$ cat config.mk
export PLATFORM = sky130hd
export DESIGN_NAME = adiabatic_mux_sched
export DESIGN_NICKNAME = d
export VERILOG_FILES = /design/src/rtl/adiabatic_mux_sched.sv
export SDC_FILE = /design/constraint.sdc
export NUM_CORES = 1
export LEC_CHECK = 0
export BUFFER_PORTS_ARGS = -buffer_cell sky130_fd_sc_hd__buf_2
export CAP_MARGIN = 20
export CELL_PAD_IN_SITES_DETAIL_PLACEMENT = 0
export CELL_PAD_IN_SITES_GLOBAL_PLACEMENT = 1
export CORE_UTILIZATION = 35
export DETAILED_ROUTE_END_ITERATION = 16
export HOLD_SLACK_MARGIN = 0.06
export PLACE_DENSITY = 0.81
export RECOVER_POWER = 50
export SYNTH_ARGS = -nofsm -noshare
export SYNTH_HDL_FRONTEND = slang
export SYNTH_SLANG_ARGS = --single-unit
export TNS_END_PERCENT = 1
$ cat constraint.sdc
create_clock -name clk -period 1.49 [get_ports clk]
set_input_delay 0.149 -clock clk [delete_from_list [all_inputs] [get_ports clk]]
set_output_delay 0.149 -clock clk [all_outputs]
set_load 0.02 [all_outputs]
$ cat src/rtl/adiabatic_mux_sched.sv
// rtl/adiabatic_mux_sched.sv - round-robin scheduler sequencing a shared mux through adiabatic power-clock phases
module adiabatic_mux_sched #(
  parameter int PHASE_CYC = 4
) (
  input  logic clk,
  input  logic rst,
  input  logic req_a,
  input  logic req_b,
  output logic gnt_a,
  output logic gnt_b,
  output logic sel,
  output logic ramp_up,
  output logic hold,
  output logic ramp_dn,
  output logic done_a,
  output logic done_b,
  output logic busy
);

  localparam int CW = $clog2(PHASE_CYC) + 1;
  localparam logic [CW-1:0] PH  = CW'(PHASE_CYC);
  localparam logic [CW-1:0] ONE = CW'(1);

  typedef enum logic [2:0] {
    IDLE   = 3'd0,
    SETTLE = 3'd1,
    RAMPUP = 3'd2,
    HOLD   = 3'd3,
    RAMPDN = 3'd4
  } state_t;

  state_t        state_q, state_d;
  logic [CW-1:0] cnt_q, cnt_d;
  logic          gnt_a_q, gnt_a_d;
  logic          gnt_b_q, gnt_b_d;
  logic          sel_q, sel_d;
  logic          last_b_q, last_b_d;   // 1 = B was granted last, so A wins the next contention
  logic          ramp_up_q, hold_q, ramp_dn_q;
  logic          done_a_q, done_b_q, busy_q;
  logic          pick_a;

  // Next-state, arbitration and phase counter; outputs are derived from the next state so they register cleanly
  always_comb begin
    state_d  = state_q;
    cnt_d    = cnt_q;
    gnt_a_d  = gnt_a_q;
    gnt_b_d  = gnt_b_q;
    sel_d    = sel_q;
    last_b_d = last_b_q;
    pick_a   = 1'b0;
    case (state_q)
      IDLE: begin
        if (req_a || req_b) begin
          pick_a   = req_a && (!req_b || last_b_q);
          state_d  = SETTLE;
          gnt_a_d  = pick_a;
          gnt_b_d  = !pick_a;
          sel_d    = pick_a;
          last_b_d = !pick_a;
        end
      end
      SETTLE: begin
        state_d = RAMPUP;
        cnt_d   = PH;
      end
      RAMPUP: begin
        if (cnt_q == ONE) begin
          state_d = HOLD;
          cnt_d   = PH;
        end else begin
          cnt_d = cnt_q - ONE;
        end
      end
      HOLD: begin
        if (cnt_q == ONE) begin
          state_d = RAMPDN;
          cnt_d   = PH;
        end else begin
          cnt_d = cnt_q - ONE;
        end
      end
      RAMPDN: begin
        if (cnt_q == ONE) begin
          state_d = IDLE;
          cnt_d   = '0;
          gnt_a_d = 1'b0;
          gnt_b_d = 1'b0;
        end else begin
          cnt_d = cnt_q - ONE;
        end
      end
      default: begin
        state_d = IDLE;
        cnt_d   = '0;
        gnt_a_d = 1'b0;
        gnt_b_d = 1'b0;
      end
    endcase
  end

  // State, counter, grant and registered phase outputs; reset wins over everything, even mid-transaction
  always_ff @(posedge clk) begin
    if (rst) begin
      state_q   <= IDLE;
      cnt_q     <= '0;
      gnt_a_q   <= 1'b0;
      gnt_b_q   <= 1'b0;
      sel_q     <= 1'b0;
      last_b_q  <= 1'b1;
      ramp_up_q <= 1'b0;
      hold_q    <= 1'b0;
      ramp_dn_q <= 1'b0;
      done_a_q  <= 1'b0;
      done_b_q  <= 1'b0;
      busy_q    <= 1'b0;
    end else begin
      state_q   <= state_d;
      cnt_q     <= cnt_d;
      gnt_a_q   <= gnt_a_d;
      gnt_b_q   <= gnt_b_d;
      sel_q     <= sel_d;
      last_b_q  <= last_b_d;
      ramp_up_q <= (state_d == RAMPUP);
      hold_q    <= (state_d == HOLD);
      ramp_dn_q <= (state_d == RAMPDN);
      done_a_q  <= (state_d == RAMPDN) && (cnt_d == ONE) && gnt_a_d;
      done_b_q  <= (state_d == RAMPDN) && (cnt_d == ONE) && gnt_b_d;
      busy_q    <= (state_d != IDLE);
    end
  end

  assign gnt_a   = gnt_a_q;
  assign gnt_b   = gnt_b_q;
  assign sel     = sel_q;
  assign ramp_up = ramp_up_q;
  assign hold    = hold_q;
  assign ramp_dn = ramp_dn_q;
  assign done_a  = done_a_q;
  assign done_b  = done_b_q;
  assign busy    = busy_q;

endmodule

==> reports/metrics.csv, run 1 <==
metric,value,unit
DRC marker count from the first detailed-route iteration,6,
Worst Setup Slack post-DPL,0.0306,ns
Critical Path End Type,flip-flop,
net count of the finished layout,110,
cts bufs inserted,3,
CP Class,reg2reg,
CTS HTree Levels,1,
worst hold slack,0.192,ns
class of the tightest hold or removal check,in2reg,
hold worst-path end,sel,
Yosys reg bits,16,
"commonest non-fill, non-tap cells in the layout","dfxtp_1, nor2_1, clkbuf_1",
yosys synthesis warning count,0,
data arrival time at the worst-slack endpoint,1.61,ns
worst vdd ir,0.805,mV
cell count after placement,126,
total nets after synthesis,92,
total negative slack,0,ns
initial antenna violation count,0,
final period utilization,95.5,%
"final std cell area, no fill",925,µm²
Die ar.,2360,µm²
Detailed Place HPWL,1.16,mm
vias in the first global route,581,
count of cells along the worst hold path,2,
R2R Setup Slk,0.07,ns
critical path data required time,1.67,ns
slew at the pin closest to its max-slew limit,0.358,ns
"Async S/R FF share, synth",0,%
number of placed I/O pins,13,
DRC,0,
top cell type's share of synthesized area,42.2,%
wire length of the first global-routing pass,2.68,mm
Synth Cell Area,759,µm²
cell type with the largest total area after synthesis,dfxtp_1,
clock period minus final worst setup slack,1.42,ns
number of distinct library cells after synthesis,35,
CTS tree,done,
Avg Vias per Cell,4.86,
overall die width,48.6,µm
number of maximum-capacitance violations,0,
dominant register cell in the synthesized netlist,dfxtp_1,
"commonest non-fill, non-tap cell in the layout",dfxtp_1,
run status,"complete, no violations",
Hold Startpoint,rst,
Final Slew Violations,0,
element type at the critical path start,flip-flop,
number of nets with antenna violations after routing,0,
"count of placed standard cells in the final layout, fillers left out",130,
proportion of layout cells with a drive suffix above 1,23.3,%
Clock transition at path regs,0.10,ns
total via count after detailed routing,632,
Largest regs,"cnt_q x3, state_q x3",
Syn-to-layout area delta,21.7,%
First-pass DRT Iterations,4,
post-detailed-routing wire length,1.67,mm
count of buffers from port buffering,12,
depth of the most critical reg-to-reg path,5,
placed cell areas,867,µm²
height of the die,48.6,µm
Leak,0.368,nW
Power Density,1160,nW/µm²
area inside the core boundary,2000,µm²
compound-gate portion of the synthesized area,19.6,%
syn_area_per_cell,8.83,µm²
hold violation count in the final report,0,
synthesized instance count,86,
worst reg2reg startpoint,cnt_q[0],
Setup Skew,0.00916,ns
worst-skew pair later-pin latency,0.29,ns
dominant cells by area after synthesis,"dfxtp_1, nor2_1, a21oi_1, a2bb2oi_1, ha_1",
aggregate global routing overflow,0,
Slew Limit Headroom,76.1,%
root buf cell,clkbuf_4,
adder-cell area share of the yosys netlist,3.29,%
synthesized-area fraction occupied by xor and xnor cells,1.15,%
Clock Sinks,16,
final critical-path setup slack,0.0665,ns
total of endpoints with negative setup slack in the final report,0,
initial core utilization,37.9,%
share of synthesized area spent on multiplexers,0,%
global router's overall resource usage,15.0,%
maximum fanout count along the critical path,5,
maximum operating frequency,702,MHz
end of the worst register-to-register path,cnt_q[2],
number of hold buffers added after cts,0,
Routed wire per std cell,12.8,µm
fraction of the mapped netlist area in simple logic gates,27.2,%
maximum buffer depth of the clock tree,2,
"EDFF count, synth",0,
part of the Yosys area used for sequential elements,42.2,%
gp weighted congestion,0.772,
number of fill cells in the layout,226,
row count,16,
Post-CTS Repair Setup Buffers,0,
main combinational cell family by area after synthesis,simple AND/OR/NAND/NOR gates,
number of diodes added for antenna fixing,0,
largest net degree at the start of global routing,14,
synth_stat cells, types with 2 or more instances:
library cell and n:
dfxtp_1 16, nor2_1 12, a21oi_1 8, inv_1 5, nand2_1 4, nand2b_1 4, a2bb2oi_1 3, a31oi_1 3
and3_1 3, ha_1 2, nor3_1 2
cells by family after synthesis:
logic type / after synthesis
adder cells (fa/ha/maj): 2
XOR/XNOR: 1
flip-flops: 16
AO/OA/AOI/OAI: 22
buffers and inverters: 10
AND/OR/NAND/NOR: 35
worst max path at each step:
stage / from / to / slack, ns / cells past startpoint
5_1_grt: cnt_q[0] / cnt_q[2] / -0.02 / 5
4_1_cts: cnt_q[0] / cnt_q[0] / 0.02 / 6
3_3_place_gp: cnt_q[0] / cnt_q[2] / 0.09 / 5
3_5_place_dp: cnt_q[0] / cnt_q[2] / 0.03 / 5
6_report: cnt_q[0] / cnt_q[2] / 0.07 / 5
2_1_floorplan: cnt_q[0] / cnt_q[2] / 0.10 / 5
per-layer routing:
layer / global-route usage (%) / routed length, µm / up-vias
li1: - / - / 337
met1: 19.5 / 792 / 285
met2: 23.7 / 807 / 10
met3: 5.97 / 65 / 0
met4: 2.94 / 0 / 0
met5: 0 / 0 / -
metrics by stage:
stage	util [%]	total power [W]
CTS	45.1	0.00107
finish	46.2	0.00108
global placement	43.3	0.000771
detailed placement	43.3	0.000781
global route	46.2	0.00113
floorplan	-	0.000713
area by class of cell:
class                           count  area, µm²  share of cell area [%]
Clock buffer                        4       36.3                    3.92
Inverter                            5       18.8                    2.03
Multi-Input combinational cell     60        409                    44.2
Sequential cell                    16        325                    35.2
Tap cell                           27       33.8                    3.65
Timing Repair Buffer               18        101                    11.0
timing repair:
item | in CTS | in global routing
gates resized for setup | 0 | 10
hold endpoints to repair | 0 | 0
setup endpoints to repair | 0 | 8
worst max-delay path: stages (launching register included):
cell      delay [ns]
dfxtp_4         0.37
inv_1           0.06
ha_1            0.23
or4_1           0.47
o211ai_1        0.11
a21oi_1         0.08
where the power goes:
part / total [W] / switching [W] / internal [W]
logic: 0.000278 / 0.000153 / 0.000125
registers: 0.000506 / 0.0000383 / 0.000468
clock network: 0.000291 / 0.000142 / 0.000149
total: 0.00108 / 0.000334 / 0.000741
No activity file was read; power rests on OpenSTA's default activity.
==> run 2: changes to the inputs <==
--- a/config.mk
+++ b/config.mk
@@ -5,14 +5,14 @@
 export SDC_FILE = /design/constraint.sdc
 export NUM_CORES = 1
 export LEC_CHECK = 0
-export BUFFER_PORTS_ARGS = -buffer_cell sky130_fd_sc_hd__buf_2
 export CAP_MARGIN = 20
 export CELL_PAD_IN_SITES_DETAIL_PLACEMENT = 0
 export CELL_PAD_IN_SITES_GLOBAL_PLACEMENT = 1
-export CORE_UTILIZATION = 35
+export CORE_UTILIZATION = 39
 export DETAILED_ROUTE_END_ITERATION = 16
+export DONT_BUFFER_PORTS = 1
 export HOLD_SLACK_MARGIN = 0.06
-export PLACE_DENSITY = 0.81
+export PLACE_DENSITY = 0.79
 export RECOVER_POWER = 50
 export SYNTH_ARGS = -nofsm -noshare
 export SYNTH_HDL_FRONTEND = slang
==> run 2 against run 1 <==
Against the previous run:
- worst hold slack got worse by 0.11 ns
- core utilization increased by 2.0 points
- clock-buffer cell count fell by 1
- highest routed layer is now met4
==> reports/metrics.csv, run 2 (same netlist as run 1, synthesis figures left out) <==
metric,value,unit,change
run status,"complete, no violations",,unchanged
critical path data required time,1.72,ns,was 1.67 ns
buffers and inverters on the worst path,2,,was 1
Die ar.,2130,µm²,was 2360 µm²
vias in the first global route,573,,was 581
Setup Skew,0.00340,ns,was 0.00916 ns
area inside the core boundary,1780,µm²,was 2000 µm²
amount of wire on met2 after detailed routing,670,µm,was 807 µm
aggregate global routing overflow,0,,unchanged
final critical-path setup slack,0.0657,ns,was 0.0665 ns
CTS tree,done,,unchanged
"commonest non-fill, non-tap cell in the layout",dfxtp_1,,unchanged
CTS HTree Levels,1,,unchanged
Leak,0.335,nW,was 0.368 nW
hold violation count in the final report,0,,unchanged
initial core utilization,42.6,%,was 37.9%
CP Cell Sequence,"inv_1, ha_1, nor2b_1, buf_4, nor3_4, nand3_1, nor2_1",,"was inv_1, ha_1, or4_1, o211ai_1, a21oi_1"
cell count after placement,111,,was 126
initial antenna violation count,0,,unchanged
total via count after detailed routing,626,,was 632
final core occ,48.2,%,was 46.2%
CP Class,reg2reg,,unchanged
wire length of the first global-routing pass,2.45,mm,was 2.68 mm
slew at the pin closest to its max-slew limit,0.478,ns,was 0.358 ns
total power of the final layout,0.000994,W,was 0.00108 W
number of maximum-capacitance violations,0,,unchanged
maximum fanout count along the critical path,7,,was 5
number of diodes added for antenna fixing,0,,unchanged
Post-CTS Repair Setup Buffers,0,,unchanged
switching share of power,31.7,%,was 31.1%
Routed wire per std cell,13.3,µm,was 12.8 µm
class of the tightest hold or removal check,in2reg,,unchanged
Slew Limit Headroom,68.0,%,was 76.1%
cell-internal power,0.000678,W,was 0.000741 W
count of buffers from port buffering,0,,was 12
Worst Setup Slack post-DPL,0.0214,ns,was 0.0306 ns
RSZ-0062 raised after global routing,yes,,
DRC marker count from the first detailed-route iteration,10,,was 6
maximum operating frequency,702,MHz,about the same
"commonest non-fill, non-tap cells in the layout","dfxtp_1, nor2_1, a21oi_1",,"was dfxtp_1, nor2_1, clkbuf_1"
worst vdd ir,0.574,mV,was 0.805 mV
number of nets with antenna violations after routing,0,,unchanged
Clock Sinks,16,,unchanged
switching power,0.000315,W,was 0.000334 W
"Slowest-stage cell, CP",dfxtp_1,,was or4_1
maximum buffer depth of the clock tree,2,,unchanged
DRC,0,,unchanged
First-pass DRT Iterations,4,,unchanged
overall die width,46.1,µm,was 48.6 µm
Syn-to-layout area delta,13.2,%,was 21.7%
net count of the finished layout,99,,was 110
Power Density,1160,nW/µm²,about the same
proportion of power drawn by flip-flops and latches,52.5,%,was 47.1%
total routed wire length on the met1 layer,752,µm,was 792 µm
element type at the critical path start,flip-flop,,unchanged
proportion of layout cells with a drive suffix above 1,18.7,%,was 23.3%
power share of the clock group,22.6,%,was 27.1%
uppermost layer routed,met4,,was met3
data arrival time at the worst-slack endpoint,1.66,ns,was 1.61 ns
Detailed Place HPWL,1.08,mm,was 1.16 mm
"count of placed standard cells in the final layout, fillers left out",116,,was 130
Critical Path End Type,flip-flop,,unchanged
worst-skew pair later-pin latency,0.29,ns,about the same
cts bufs inserted,3,,unchanged
largest net degree at the start of global routing,13,,was 14
post-detailed-routing wire length,1.55,mm,was 1.67 mm
number of placed I/O pins,13,,unchanged
routed length on met3,94,µm,was 65 µm
final period utilization,95.6,%,was 95.5%
Final Slew Violations,0,,unchanged
gp weighted congestion,0.751,,was 0.772
global router's overall resource usage,16.6,%,was 15.0%
root buf cell,clkbuf_4,,unchanged
crit-path max cell delay,0.33,ns,was 0.47 ns
total of endpoints with negative setup slack in the final report,0,,unchanged
Avg Vias per Cell,5.40,,was 4.86
height of the die,46.1,µm,was 48.6 µm
combinational fraction of design power,24.9,%,was 25.8%
Largest regs,"cnt_q x3, state_q x3",,unchanged
row count,15,,was 16
clock period minus final worst setup slack,1.42,ns,about the same
Clock transition at path regs,0.09,ns,was 0.10 ns
category of cells accounting for the largest share of critical-path delay,simple AND/OR/NAND/NOR gates,,unchanged
[run 2: cell count changes in the layout (fill, tap and decap cells not counted), moves of 2 or more]
cell           previous run  this run
buf_2                     3         0
buf_6                     2         0
clkbuf_1                  9         1
dlygate4sd3_1             0         2
[run 2: tightest hold or removal path: cells and delay by family]
kind	cells	cell delay, ns
and+or+nand+nor	3	0.17
[run 2: repair_timing]
| item | CTS | global route |
|---|---|---|
| pin swaps | 0 | 2 |
| endpoints found under the hold margin | 13 | 0 |
| hold buffers | 2 | 0 |
| gates resized for setup | 1 | 5 |
| endpoints found under the setup margin | 1 | 7 |
[run 2: cell type report]
| cell class | instances | area (µm²) |
|---|---|---|
| well taps | 25 | 31.3 |
| inverters | 5 | 18.8 |
| clock buffers | 3 | 22.5 |
| fillers | 186 | 923 |
| multi-input cells | 60 | 409 |
| repair buffers | 7 | 53.8 |
| flip-flops and latches | 16 | 324 |
[run 2: metrics by stage]
step / hold WS, ns / TNS (ns) / cell area [µm²]
after floorplan: 0.256 / 0 / 759
after global placement: 0.224 / 0 / 797
after detailed placement: 0.222 / 0 / 797
after CTS: 0.0677 / 0 / 841
after global routing: 0.0703 / -0.121 / 860
final: 0.0769 / 0 / 860
[run 2: path summary, 6_finish.rpt]
path | end | cells past startpoint | slack [ns] | startpoint
worst max register to register | done_a | 7 | 0.07 | cnt_q[1]
worst min register to register | last_b_q | 2 | 0.55 | last_b_q
worst min-delay path | done_b | 3 | 0.08 | rst
worst max-delay path | done_a | 7 | 0.07 | cnt_q[1]
[run 2: power groups by stage]
stage,combinational (W),sequential [W],clock [W]
finish,0.000248,0.000521,0.000225
global route,0.000275,0.000527,0.000249
CTS,0.000236,0.000520,0.000235
floorplan,0.000194,0.000519,0
detailed placement,0.000226,0.000530,0
global placement,0.000225,0.000529,0
[run 2: per-layer routing]
| metal | global-route usage [%] | vias up |
|---|---|---|
| met1 | 22.0 | 289 |
| met4 | 7.06 | 0 |
| met3 | 6.27 | 4 |
| met2 | 23.9 | 21 |
| met5 | 0 | - |
| li1 | - | 312 |
==> run 3: changes to the inputs <==
--- a/config.mk
+++ b/config.mk
@@ -8,12 +8,15 @@
 export CAP_MARGIN = 20
 export CELL_PAD_IN_SITES_DETAIL_PLACEMENT = 0
 export CELL_PAD_IN_SITES_GLOBAL_PLACEMENT = 1
+export CORE_MARGIN = 8
 export CORE_UTILIZATION = 39
 export DETAILED_ROUTE_END_ITERATION = 16
 export DONT_BUFFER_PORTS = 1
+export GPL_ROUTABILITY_DRIVEN = 0
 export HOLD_SLACK_MARGIN = 0.06
 export PLACE_DENSITY = 0.79
 export RECOVER_POWER = 50
+export REMOVE_ABC_BUFFERS = 1
 export SYNTH_ARGS = -nofsm -noshare
 export SYNTH_HDL_FRONTEND = slang
 export SYNTH_SLANG_ARGS = --single-unit
==> run 3 against run 2 <==
Against the previous run:
- the flow now finishes with violations (negative hold slack)
- worst hold slack got worse by 0.16 ns
- sequential share of layout area decreased by 1.2 points
- critical path depth unchanged
- die area increased by 70%
- final cell count increased by 3.4%
- combinational power increased by 4%
==> reports/metrics.csv, run 3 (same netlist as run 1, synthesis figures left out) <==
metric,value,unit,change
run status,finished with violations,,"was complete, no violations"
violations in the final reports,negative hold slack,,
Final Slew Violations,0,,unchanged
worst hold slack,-0.0852,ns,was 0.0769 ns
initial core utilization,39.9,%,was 42.6%
Worst Setup Slack post-DPL,-0.00811,ns,was 0.0214 ns
Detailed Place HPWL,1.21,mm,was 1.08 mm
total via count after detailed routing,621,,was 626
final core occ,46.8,%,was 48.2%
count of buffers from port buffering,0,,unchanged
post-detailed-routing wire length,1.64,mm,was 1.55 mm
CTS tree,done,,unchanged
largest net degree at the start of global routing,14,,was 13
RSZ-0062 raised after global routing,yes,,unchanged
CP Class,reg2reg,,unchanged
root buf cell,clkbuf_4,,unchanged
slew at the pin closest to its max-slew limit,0.340,ns,was 0.478 ns
number of diodes added for antenna fixing,0,,unchanged
DRC marker count from the first detailed-route iteration,8,,was 10
worst-skew pair later-pin latency,0.28,ns,was 0.29 ns
First-pass DRT Iterations,4,,unchanged
"count of placed standard cells in the final layout, fillers left out",120,,was 116
register area,325,µm²,was 324 µm²
Slew Limit Headroom,77.3,%,was 68.0%
worst vdd ir,0.514,mV,was 0.574 mV
total negative slack,0,ns,unchanged
overall die width,60.1,µm,was 46.1 µm
initial antenna violation count,0,,unchanged
number of placed I/O pins,13,,unchanged
Syn-to-layout area delta,17.3,%,was 13.2%
final critical-path setup slack,0.0646,ns,was 0.0657 ns
Routed wire per std cell,13.7,µm,was 13.3 µm
maximum fanout count along the critical path,6,,was 7
CTS HTree Levels,1,,unchanged
class of the tightest hold or removal check,in2reg,,unchanged
final period utilization,95.7,%,was 95.6%
Largest regs,"cnt_q x3, state_q x3",,unchanged
wire length of the first global-routing pass,2.58,mm,was 2.45 mm
height of the die,60.1,µm,was 46.1 µm
crit-path max cell delay,0.35,ns,was 0.33 ns
Critical Path End Type,flip-flop,,unchanged
number of fill cells in the layout,197,,was 186
critical path data required time,1.70,ns,was 1.72 ns
Clock Sinks,16,,unchanged
row count,16,,was 15
"commonest non-fill, non-tap cells in the layout","dfxtp_1, nor2_1, a21oi_1",,unchanged
number of nets with antenna violations after routing,0,,unchanged
Die ar.,3620,µm²,was 2130 µm²
global router's overall resource usage,9.22,%,was 16.6%
cell count after placement,115,,was 111
Setup Skew,0.0117,ns,was 0.00340 ns
total of endpoints with negative setup slack in the final report,0,,unchanged
proportion of layout cells with a drive suffix above 1,24.7,%,was 18.7%
"commonest non-fill, non-tap cell in the layout",dfxtp_1,,unchanged
R2R Setup Slk,0.06,ns,was 0.07 ns
Avg Vias per Cell,5.18,,was 5.40
Power Density,1200,nW/µm²,was 1160 nW/µm²
aggregate global routing overflow,0,,unchanged
Clock transition at path regs,0.10,ns,was 0.09 ns
Multi-input gate area,420,µm²,was 409 µm²
clock period minus final worst setup slack,1.43,ns,was 1.42 ns
net count of the finished layout,100,,was 99
maximum buffer depth of the clock tree,2,,unchanged
number of maximum-capacitance violations,0,,unchanged
maximum operating frequency,702,MHz,about the same
area inside the core boundary,1900,µm²,was 1780 µm²
"Slowest-stage cell, CP",dfxtp_2,,was dfxtp_1
vias in the first global route,587,,was 573
cts bufs inserted,3,,unchanged
hold violation count in the final report,11,,was 0
DRC,0,,unchanged
Leak,0.347,nW,was 0.335 nW
CP Cell Sequence,"inv_2, ha_4, nor2b_4, buf_6, nor3_4, nand2_1, a21oi_2",,"was inv_1, ha_1, nor2b_1, buf_4, nor3_4, nand3_1, nor2_1"
data arrival time at the worst-slack endpoint,1.64,ns,was 1.66 ns
element type at the critical path start,flip-flop,,unchanged
[run 3: what timing repair did]
action	4_1_cts	5_1_grt
setup buffers	0	1
hold endpoints to repair	13	13
resized for setup	1	11
endpoints found under the setup margin	1	11
pin swaps	0	3
[run 3: power breakdown]
part / total, W / switching [W] / internal (W)
combinational: 0.000258 / 0.000131 / 0.000127
sequential: 0.000523 / 0.0000549 / 0.000468
clock: 0.000285 / 0.000136 / 0.000148
[run 3: per-stage QoR]
step / instance area (µm²) / total power (W)
after floorplan: 728 / 0.000695
after global placement: 815 / 0.000761
after detailed placement: 815 / 0.000767
after CTS: 853 / 0.00105
after global routing: 891 / 0.00112
final: 891 / 0.00107
[run 3: final cells by class]
class | count | area share [%]
Clock buffer | 4 | 4.07
Tap cell | 27 | 3.79
Inverter | 5 | 2.11
Timing Repair Buffer | 8 | 6.32
Multi-Input combinational cell | 60 | 47.2
Sequential cell | 16 | 36.5
[run 3: worst max-delay path: cells and delay by family (launching register included)]
family / cells / cell delay, ns
and+or+nand+nor: 3 / 0.52
DFF: 1 / 0.35
buffers and inverters: 2 / 0.19
adders and majority gates: 1 / 0.16
AOI/OAI and AO/OA: 1 / 0.14
[run 3: final timing paths]
check / start / depth (start not counted) / endpoint
setup / recovery: cnt_q[1] / 7 / gnt_b
hold / removal: rst / 1 / cnt_q[1]
hold reg to reg: last_b_q / 2 / last_b_q
setup reg to reg: cnt_q[1] / 7 / gnt_b
[run 3: layer usage]
metal  global-route usage (%)  share of wire [%]
met5                        0                  0
met4                     4.42               0.61
met3                     3.66                6.0
met2                     14.5                 49
met1                     10.5                 44
